[src/rtl/ps2_host_tx.sv]
// PS/2 host-to-device command transmitter: inhibit, request-to-send, 11-bit frame, ACK check.
// Latency: INHIBIT_CYCLES of clock inhibit, then paced by the device clock; inputs see 3 cycles of sync/edge delay.
// Backpressure: tx_ready is high only in IDLE; tx_valid outside IDLE is dropped, not queued.
module ps2_host_tx #(
  parameter int INHIBIT_CYCLES = 6000,
  parameter int START_TIMEOUT  = 750000,
  parameter int FRAME_TIMEOUT  = 100000
) (
  input  logic       CLOCK_50,
  input  logic       reset,
  input  logic [7:0] tx_data,
  input  logic       tx_valid,
  output logic       tx_ready,
  input  logic       ps2_clk_in,
  input  logic       ps2_dat_in,
  output logic       ps2_clk_oe,
  output logic       ps2_dat_oe,
  output logic       tx_busy,
  output logic       tx_done,
  output logic       tx_error
);

  // One counter serves both the inhibit hold and the start timeout, so size it for the larger.
  localparam int CMAX = (START_TIMEOUT > INHIBIT_CYCLES) ? START_TIMEOUT : INHIBIT_CYCLES;
  localparam int CW   = $clog2(CMAX + 1);
  localparam int FW   = $clog2(FRAME_TIMEOUT + 1);

  localparam logic [CW-1:0] INH_LAST   = CW'(INHIBIT_CYCLES - 1);
  localparam logic [CW-1:0] INH_PRE    = CW'(INHIBIT_CYCLES - 2);
  localparam logic [CW-1:0] START_LAST = CW'(START_TIMEOUT - 1);
  localparam logic [FW-1:0] FRAME_LAST = FW'(FRAME_TIMEOUT - 1);

  typedef enum logic [2:0] {
    S_IDLE,
    S_INHIBIT,
    S_RTS,
    S_SHIFT,
    S_ACK,
    S_WAIT_IDLE,
    S_DONE,
    S_ERROR
  } state_t;

  state_t        state;
  logic [CW-1:0] cnt;
  logic [FW-1:0] frame_cnt;
  logic [3:0]    bit_cnt;
  logic [8:0]    shift;

  logic clk_s1, sync_clk, prev_clk;
  logic dat_s1, sync_dat;
  logic fall_edge;

  // Two-flop synchronizers on the raw lines plus a delayed copy of the clock for edge detection.
  // Reset to the idle-high level so leaving reset never looks like a falling edge.
  always_ff @(posedge CLOCK_50) begin
    if (reset) begin
      clk_s1   <= 1'b1;
      sync_clk <= 1'b1;
      prev_clk <= 1'b1;
      dat_s1   <= 1'b1;
      sync_dat <= 1'b1;
    end else begin
      clk_s1   <= ps2_clk_in;
      sync_clk <= clk_s1;
      prev_clk <= sync_clk;
      dat_s1   <= ps2_dat_in;
      sync_dat <= dat_s1;
    end
  end

  assign fall_edge = prev_clk & ~sync_clk;
  assign tx_ready  = (state == S_IDLE);

  // Frame sequencer: all line controls and status pulses are registered here.
  always_ff @(posedge CLOCK_50) begin
    if (reset) begin
      state      <= S_IDLE;
      cnt        <= '0;
      frame_cnt  <= '0;
      bit_cnt    <= '0;
      shift      <= '0;
      ps2_clk_oe <= 1'b0;
      ps2_dat_oe <= 1'b0;
      tx_busy    <= 1'b0;
      tx_done    <= 1'b0;
      tx_error   <= 1'b0;
    end else begin
      case (state)
        S_IDLE: begin
          ps2_clk_oe <= 1'b0;
          ps2_dat_oe <= 1'b0;
          if (tx_valid) begin
            shift      <= {~^tx_data, tx_data};
            cnt        <= '0;
            ps2_clk_oe <= 1'b1;
            tx_busy    <= 1'b1;
            state      <= S_INHIBIT;
          end
        end

        S_INHIBIT: begin
          if (cnt == INH_LAST) begin
            // Release the clock; data stays low as the start bit.
            ps2_clk_oe <= 1'b0;
            cnt        <= '0;
            state      <= S_RTS;
          end else begin
            cnt <= cnt + 1'b1;
            // Pull data low one cycle before release so it is already low when the clock floats up.
            if (cnt == INH_PRE) ps2_dat_oe <= 1'b1;
          end
        end

        S_RTS: begin
          if (fall_edge) begin
            ps2_dat_oe <= ~shift[0];
            shift      <= {1'b0, shift[8:1]};
            bit_cnt    <= '0;
            frame_cnt  <= '0;
            state      <= S_SHIFT;
          end else if (cnt == START_LAST) begin
            ps2_dat_oe <= 1'b0;
            tx_error   <= 1'b1;
            state      <= S_ERROR;
          end else begin
            cnt <= cnt + 1'b1;
          end
        end

        S_SHIFT: begin
          if (frame_cnt == FRAME_LAST) begin
            ps2_dat_oe <= 1'b0;
            tx_error   <= 1'b1;
            state      <= S_ERROR;
          end else begin
            frame_cnt <= frame_cnt + 1'b1;
            if (fall_edge) begin
              bit_cnt <= bit_cnt + 1'b1;
              if (bit_cnt == 4'd8) begin
                // Tenth edge: float data for the stop bit.
                ps2_dat_oe <= 1'b0;
                state      <= S_ACK;
              end else begin
                ps2_dat_oe <= ~shift[0];
                shift      <= {1'b0, shift[8:1]};
              end
            end
          end
        end

        S_ACK: begin
          if (frame_cnt == FRAME_LAST) begin
            tx_error <= 1'b1;
            state    <= S_ERROR;
          end else begin
            frame_cnt <= frame_cnt + 1'b1;
            if (fall_edge) begin
              if (!sync_dat) begin
                state <= S_WAIT_IDLE;
              end else begin
                tx_error <= 1'b1;
                state    <= S_ERROR;
              end
            end
          end
        end

        S_WAIT_IDLE: begin
          if (frame_cnt == FRAME_LAST) begin
            tx_error <= 1'b1;
            state    <= S_ERROR;
          end else begin
            frame_cnt <= frame_cnt + 1'b1;
            if (sync_clk && sync_dat) begin
              tx_done <= 1'b1;
              state   <= S_DONE;
            end
          end
        end

        S_DONE: begin
          tx_done <= 1'b0;
          tx_busy <= 1'b0;
          state   <= S_IDLE;
        end

        S_ERROR: begin
          ps2_clk_oe <= 1'b0;
          ps2_dat_oe <= 1'b0;
          tx_error   <= 1'b0;
          tx_busy    <= 1'b0;
          state      <= S_IDLE;
        end

        default: begin
          ps2_clk_oe <= 1'b0;
          ps2_dat_oe <= 1'b0;
          tx_busy    <= 1'b0;
          state      <= S_IDLE;
        end
      endcase
    end
  end

endmodule

[config.mk]
export PLATFORM = sky130hd
export DESIGN_NAME = ps2_host_tx
export DESIGN_NICKNAME = d
export VERILOG_FILES = /design/src/rtl/ps2_host_tx.sv
export SDC_FILE = /design/constraint.sdc
export NUM_CORES = 1
export LEC_CHECK = 0
export BUFFER_PORTS_ARGS = -buffer_cell sky130_fd_sc_hd__buf_4
export CORE_MARGIN = 2
export CORE_UTILIZATION = 45
export DETAILED_ROUTE_END_ITERATION = 6
export PLACE_DENSITY_LB_ADDON = 0.3
export SLEW_MARGIN = 25
export SYNTH_ARGS = -nofsm -noshare
export SYNTH_HDL_FRONTEND = slang
export SYNTH_SLANG_ARGS = --single-unit
[constraint.sdc]
create_clock -name CLOCK_50 -period 1.9 [get_ports CLOCK_50]
set_clock_uncertainty 0.1 [all_clocks]
set_input_delay 0.095 -clock CLOCK_50 [delete_from_list [all_inputs] [get_ports CLOCK_50]]
set_output_delay 0.095 -clock CLOCK_50 [all_outputs]
set_load 0.02 [all_outputs]
# == Yosys cells after proc, flatten, opt, wreduce, memory -nomap -nowiden ==
# Index checks and enable logic that the tools add are counted.
# word_totals
inputBits,13
ff_bits,63
out_inout_bits,6
wordCells,134
# classes
n_reduce_logical,26
muxes,54
n_addsub,3
n_eq_ne,33
bitwise_logic,3
# op_table
operator,count
20-bit 2-to-1 mux,4
20-bit case mux with 3 select lines,1
9-bit 2-to-1 mux,5
"20-bit by 13-bit equality test with 1-bit output, second input constant",2
17-bit 2-to-1 mux,2
17-bit case mux with 2 select lines,1
3-bit 2-to-1 mux,11
"2-bit != test, second input constant",14
9-bit case mux with 3 select lines,1
3-bit case mux with 7 select lines,1
"20-bit by 1-bit adder with 20-bit output, second input constant",1
"20-bit equality test, second input constant",1
1-bit 2-to-1 mux,18
"3-bit != test, second input constant",6
"17-bit by 1-bit adder with 17-bit output, second input constant",1
"17-bit equality test, second input constant",1
"3-bit equality test, second input constant",4
4-bit 2-to-1 mux,3
6-bit AND reduction,2
3-bit nonzero test,3
1-bit case mux with 4 select lines,2
4-bit case mux with 2 select lines,1
4-bit AND reduction,2
2-bit nonzero test,4
other kinds (20),28

# == Longest topological paths before layout ==
# Gate-level depths: netlist (run 1).
# logic_depth
word_depth,5
mapped_depth,8
mapped_depth_nobuf,8

# == Worst setup path before layout (run 1) ==
# No wires, ideal clock.
# synth_path
path_kind,register to register
start,register frame_cnt[8]
end,register shift[7]
t_required_ns,1.665
path_stages_with_launch,8
setup_ns,0.135
path_slack_ns,-0.233
arrival_ns,1.898
period_less_slack_ns,2.133
path_buffers,1
path_cell_list,dfxtp_1 > or4_4 > nor4_4 > and2_4 > o32ai_4 > buf_6 > nor2_1 > a311oi_2
# synth_between
elab_chain_cells,3
# synth_rtl
item,line,text
start: declaration,46,logic [FW-1:0] frame_cnt;
start signal: assignment,137,frame_cnt <= frame_cnt + 1'b1;
start signal: assignment,157,frame_cnt <= frame_cnt + 1'b1;
start signal: assignment,174,frame_cnt <= frame_cnt + 1'b1;
17-bit equality test,132,if (frame_cnt == FRAME_LAST) begin
2-bit != test (no source line),n/a,
6-bit AND reduction (no source line),n/a,
end signal: assignment,94,"shift <= {~^tx_data, tx_data};"
end signal: assignment,118,"shift <= {1'b0, shift[8:1]};"
end signal: assignment,146,"shift <= {1'b0, shift[8:1]};"
end: declaration,48,logic [8:0] shift;
# No other way between the ends.
# A chain may end at the register's enable or synchronous reset.

# == Final worst setup path (run 1) ==
# layout_path
start,register frame_cnt[8]
end,register state[1]
# layout_between
elab_chain_cells,3
elab_cells_between_ends,10
classes_between,eq/ne (5); mux (4); reduce/logical (1)
# layout_rtl
item,line,text
17-bit equality test *,"132, 153, 170",
"3-bit != test (no source line), or another cell as far along",n/a,
7-bit AND reduction (no source line) / 3-bit case mux with 7 select lines (equally long branches),n/a,
end signal: assignment,135,state <= S_ERROR;
end signal: assignment,155,state <= S_ERROR;
end signal: assignment,172,state <= S_ERROR;
end: declaration,44,state_t state;
# Mark *: on every way between the ends. The rest lies on a longest branch, timed or not.

==> results of run 1 <==
synth_stat cells, drive strengths merged, types with 3 or more instances:
cell	instances	share of area
nor2b	4	0.0073
nor2	61	0.067
or2	5	0.0091
xnor2	11	0.028
a22oi	3	0.0066
nand3	26	0.038
o21ai	14	0.020
nor3	6	0.0088
ha	5	0.018
a211oi	3	0.0080
inv	7	0.0077
a2111oi	4	0.014
or3	6	0.011
a31oi	4	0.0073
a21oi	17	0.025
nand2	43	0.048
a311oi	10	0.040
buf	9	0.013
xor2	28	0.072
nor4	8	0.021
a21boi	3	0.0066
dfxtp	63	0.37
clkbuf	15	0.016
nand4	15	0.027
nand2b	5	0.0091
and2	6	0.012
and3	9	0.016
flip-flops by register name, summed over array words and instances (netlist names), 3 cells and up:
name       cells
cnt           20
state          3
shift          9
bit_cnt        4
frame_cnt     17
final timing paths:
check | start | cells past startpoint | to | slack, ns
setup / recovery | frame_cnt[8] | 7 | state[1] | -0.25
hold / removal | reset | 2 | frame_cnt[1] | 0.03
setup reg to reg | frame_cnt[8] | 7 | state[1] | -0.25
hold reg to reg | dat_s1 | 1 | sync_dat | 0.32
cells by family (layout without fill, tap and decap cells):
| family | count (synthesis) | after routing | share of synthesized area |
|---|---|---|---|
| mux | 1 | 1 | 0.00293 |
| fa+ha+maj | 5 | 5 | 0.0183 |
| xor+xnor | 39 | 39 | 0.0999 |
| buf+inv | 31 | 159 | 0.0373 |
| simple gates | 204 | 204 | 0.302 |
| compound gates | 71 | 71 | 0.171 |
| flops | 63 | 63 | 0.369 |
through the flow:
step / utilization / setup WS (ns)
4_1_cts: 0.678 / -0.227
6_report: 0.723 / -0.250
3_5_place_dp: 0.588 / -0.300
2_1_floorplan: - / -0.137
3_3_place_gp: 0.588 / -0.244
5_1_grt: 0.723 / -0.318
per-layer routing:
layer / vias to the layer above / share of wire / track usage / wire, um
met4: 0 / 0.044 / 0.138 / 465
met2: 95 / 0.51 / 0.423 / 5330
met1: 1720 / 0.41 / 0.287 / 4310
met5: - / 0 / 0 / 0
met3: 39 / 0.034 / 0.0456 / 361
li1: 1720 / - / - / -
cell type report:
cell class              instances  area [sq um]  share of cell area
repair buffers                136          1170               0.221
clock inverters                 1          7.51             0.00142
flip-flops and latches         63          1280               0.242
clock buffers                  15           206              0.0392
well taps                      99           124              0.0235
inverters                       7          26.3             0.00498
multi-input cells             320          2460               0.467
report_power, final:
group	total [mW]	leakage (nW)	switching, mW	internal (mW)
Combinational	1.79	1.37	0.921	0.873
Sequential	1.54	0.518	0.110	1.43
Clock	1.22	0.108	0.530	0.689
Total	4.56	2.00	1.56	3.00
repair_timing:
item | in CTS | in global routing
resized for setup | 41 | 78
cloned | 3 | 1
buffers inserted | 13 | 6
pin swaps | 29 | 35
hold buffers | 10 | 0
endpoints found under the hold margin | 10 | 0
endpoints found under the setup margin | 43 | 57
==> flow_summary.ini, run 1 <==
[timing]
setup_ws_ns = -0.250
finalMaxSlewViolations = 0
tns_ns = -4.85
holdWs_ns = 0.0336
setup_viol = 49
rsz0062_at_grt = true
finalCriticalPeriod_ns = 2.15
final-hold-violation-count = 0
maxSlewHeadroom = 0.719
tightest_slew_ns = 0.421
fin_crit_sh = 1.13
timing.fmax_ghz = 0.465

[synthesis]
synth.distinct_cells = 55
synth_edf_count = 0
synth_area_sq_um = 3420
yosysSeqAreaShare = 0.369
synth.avg_cell_area_sq_um = 8.26
syn_inst = 414
synth-main-ff-cell = dfxtp_1
ys_ff_latch = 63
synth_nets = 432
async_reset_ff_frac = 0
ys_warn_count = 0

[critical_path]
required_ns = 2.02
crit_buf_inv = 1
critPathArrivalTime_ns = 2.27
worst-path-max-fanout = 4
slowest_delay_ns = 0.56
cp-start-kind = register
endpoint_kind = register
crit_path_frequent_cell = nor4_4
crit_type = register to register
cp_slowest_cell = or4_4
cpLargestDelayFamily = simple AND/OR/NAND/NOR gates
crit_path_cell_trace = or4_4 -> nor4_4 -> buf_4 -> nand3_4 -> o211a_1 -> nor4_4 -> a2111oi_2

[clock_network]
path_clk_slew_ns = 0.07
clockBufferDepth = 2
cts_tree = built
cts_root_buf = clkbuf_8
numClockSinks = 63
clk_latency_ns = 0.35
cts_made_buffers = 9
htree_levels = 3

[placed_design]
dp.cells = 595
place_area_sq_um = 4280
port_buffers = 18
dpl.hpwl_mm = 6.14
finalWeightedCongestion = 0.912

[cells_and_area]
n_antenna_cell = 0
final_nets = 555
n_fill_cell = 512
final_cell_mix = 103 x buf_4, 52 x dfxtp_1, 50 x nor2_1, 40 x nand2_1, 28 x xor2_1
layout_commonest_cell = buf_4
stdcell_area_sq_um = 5270
drive_gt1_frac = 0.445
fin_cells = 641
areaGrowthSynthToFinish_pct = 54.2

[drt]
drt_wl_total_mm = 10.5
num_vias = 3574
dr.pass1.iters = 4
drt_iter0_drc = 178
final_antenna_net_count = 0
drc = 0
avgRoutedWirePerCell_um = 16.3
via_per_inst = 5.58

[floorplanning]
pin_count = 19
core_sq_um = 7290
design.die.area_sq_um = 8310
start_util = 0.469
die_h_um = 91.2
num_rows = 31
die_x_um = 91.2

[global_route]
grtUsageTotal = 0.246
antenna_found_initial = 0
grt_pass1_wl_mm = 16.5
grt_max_degree = 29
overflow = 0
grt_pass1_vias = 3551

[power]
leakage_nw = 2.00
peakVddDrop_uv = 619
cellPowerDensity_nw_per_um2 = 864
power_mw = 4.56

[worst_hold_path]
min_path_type = primary input to register

[status]
status = finished, violations left
violations = setup timing

[run]
cap_viol_max_count = 0
Note: power is estimated with default switching activity, not from simulation.
==> run 2: changes to the inputs <==
--- a/config.mk
+++ b/config.mk
@@ -10,6 +10,7 @@
 export CORE_UTILIZATION = 45
 export DETAILED_ROUTE_END_ITERATION = 6
 export PLACE_DENSITY_LB_ADDON = 0.3
+export REMOVE_ABC_BUFFERS = 1
 export SLEW_MARGIN = 25
 export SYNTH_ARGS = -nofsm -noshare
 export SYNTH_HDL_FRONTEND = slang
==> flow_summary.ini, run 2 (synthesis gave the netlist of run 1 again) <==
[status]
status = finished, violations left
violations = setup timing

[critical_path]
cp_num_cells = 6
r2r_end = state[1]
required_ns = 2.02
critPathArrivalTime_ns = 2.30
crit_buf_inv = 0
rr_startpoint = frame_cnt[8]
r2r_cells = 6
crit_end = state[1]
endpoint_kind = register
crit_type = register to register
cp_slowest_cell = or4_4
crit_path_cell_trace = or4_4 -> nor4_4 -> and2_4 -> o211ai_1 -> nor4_2 -> a2111oi_2
critPathLaunch = frame_cnt[8]
cp-start-kind = register
worst-path-max-fanout = 6
slowest_delay_ns = 0.55
cpLargestDelayFamily = simple AND/OR/NAND/NOR gates
r2r_slack_ns = -0.28

[placed_design]
dpl.hpwl_mm = 5.97
dpl_worst_slack_ns = -0.349
port_buffers = 18
finalWeightedCongestion = 0.923

[drt]
wl_met1_mm = 3.96
via_per_inst = 5.53
wl_met3_um = 439
drt_iter0_drc = 149
num_vias = 3484
top_layer_used = met4
avgRoutedWirePerCell_um = 14.7
route.met2.wl_mm = 4.72
dr.pass1.iters = 5
drc = 0
drt_wl_total_mm = 9.28
final_antenna_net_count = 0

[global_route]
overflow = 0
grt_pass1_vias = 3232
grt_pass1_wl_mm = 14.7
antenna_found_initial = 0
grt_max_degree = 29
grtUsageTotal = 0.219

[clock_network]
path_clk_slew_ns = 0.07
numClockSinks = 63
cts_tree = built
htree_levels = 3
cts_made_buffers = 9
cts_root_buf = clkbuf_8
clk_latency_ns = 0.35
clockBufferDepth = 2

[power]
leakage_nw = 1.91
cellPowerDensity_nw_per_um2 = 862
peakVddDrop_uv = 645
power_mw = 4.28

[timing]
fin_crit_sh = 1.15
setup_viol = 27
final-hold-violation-count = 0
finalCriticalPeriod_ns = 2.18
setup_ws_ns = -0.276
finalMaxSlewViolations = 0
tightest_slew_ns = 0.715
rsz0062_at_grt = true
timing.fmax_ghz = 0.460
maxSlewHeadroom = 0.523

[cells_and_area]
final_nets = 544
areaGrowthSynthToFinish_pct = 45.4
drive_gt1_frac = 0.388
top_register = cnt
n_antenna_cell = 0
layout_commonest_cell = buf_4
largest_reg_flops = 20
n_fill_cell = 587
reg_top3 = cnt x20, frame_cnt x17, shift x9
final_cell_mix = 103 x buf_4, 59 x nor2_1, 55 x dfxtp_1, 39 x nand2_1, 28 x xor2_1

[floorplanning]
die_h_um = 91.2
design.die.area_sq_um = 8310
start_util = 0.469
core_sq_um = 7290
die_x_um = 91.2
num_rows = 31
pin_count = 19

[run]
cap_viol_max_count = 0

[worst_hold_path]
min_path_type = primary input to register
## run 2: how the worst min path moves through the flow
stage	startpoint	to	slack, ns	depth (start not counted)
floorplan	reset	state[2]	0.06	1
global placement	ps2_clk_in	clk_s1	0.18	2
detailed placement	ps2_dat_in	dat_s1	0.18	2
CTS	reset	tx_busy	0.03	2
global route	reset	tx_busy	0.06	2
finish	reset	tx_busy	0.05	2
## run 2: worst reg2reg max path, stage by stage, from the launching register on
cell,delay (ns)
dfxtp_1,0.31
or4_4,0.55
nor4_4,0.24
and2_4,0.26
o211ai_1,0.18
nor4_2,0.32
a2111oi_2,0.09
## run 2: metrics by stage
step | utilization | TNS (ns) | cell area, sq um | instances | hold slack (ns)
3_5_place_dp | 0.578 | -5.71 | 4210 | 590 | 0.185
4_1_cts | 0.642 | -2.71 | 4680 | 624 | 0.0269
2_1_floorplan | - | -13.92 | 3320 | 390 | 0.0596
5_1_grt | 0.682 | -8.04 | 4970 | 630 | 0.0596
3_3_place_gp | 0.578 | -4.24 | 4210 | 590 | 0.180
6_report | 0.682 | -2.88 | 4970 | 630 | 0.0519
## run 2: power by group
part | switching [mW] | internal (mW)
logic | 0.837 | 0.701
registers | 0.0665 | 1.43
clock network | 0.539 | 0.710
total | 1.44 | 2.84
## run 2: cell type report
| type | count | area, sq um | share of cell area |
|---|---|---|---|
| multi-input cells | 322 | 2340 | 0.471 |
| clock buffers | 13 | 169 | 0.0340 |
| clock inverters | 3 | 40.0 | 0.00805 |
| repair buffers | 123 | 995 | 0.200 |
| well taps | 99 | 124 | 0.0249 |
| inverters | 7 | 26.3 | 0.00529 |
| flip-flops and latches | 63 | 1270 | 0.256 |
## run 2: metal layers
metal / track usage / vias up
met5: 0 / -
met4: 0.0934 / 0
met3: 0.0382 / 14
met2: 0.378 / 105
met1: 0.266 / 1662
li1: - / 1703
## run 2: repair_timing
item	in CTS	in global routing
hold endpoints to repair	10	0
pin swaps	28	12
gates cloned	1	1
buffers inserted	8	5
hold buffers	10	0
resized for setup	19	58
setup endpoints to repair	56	57
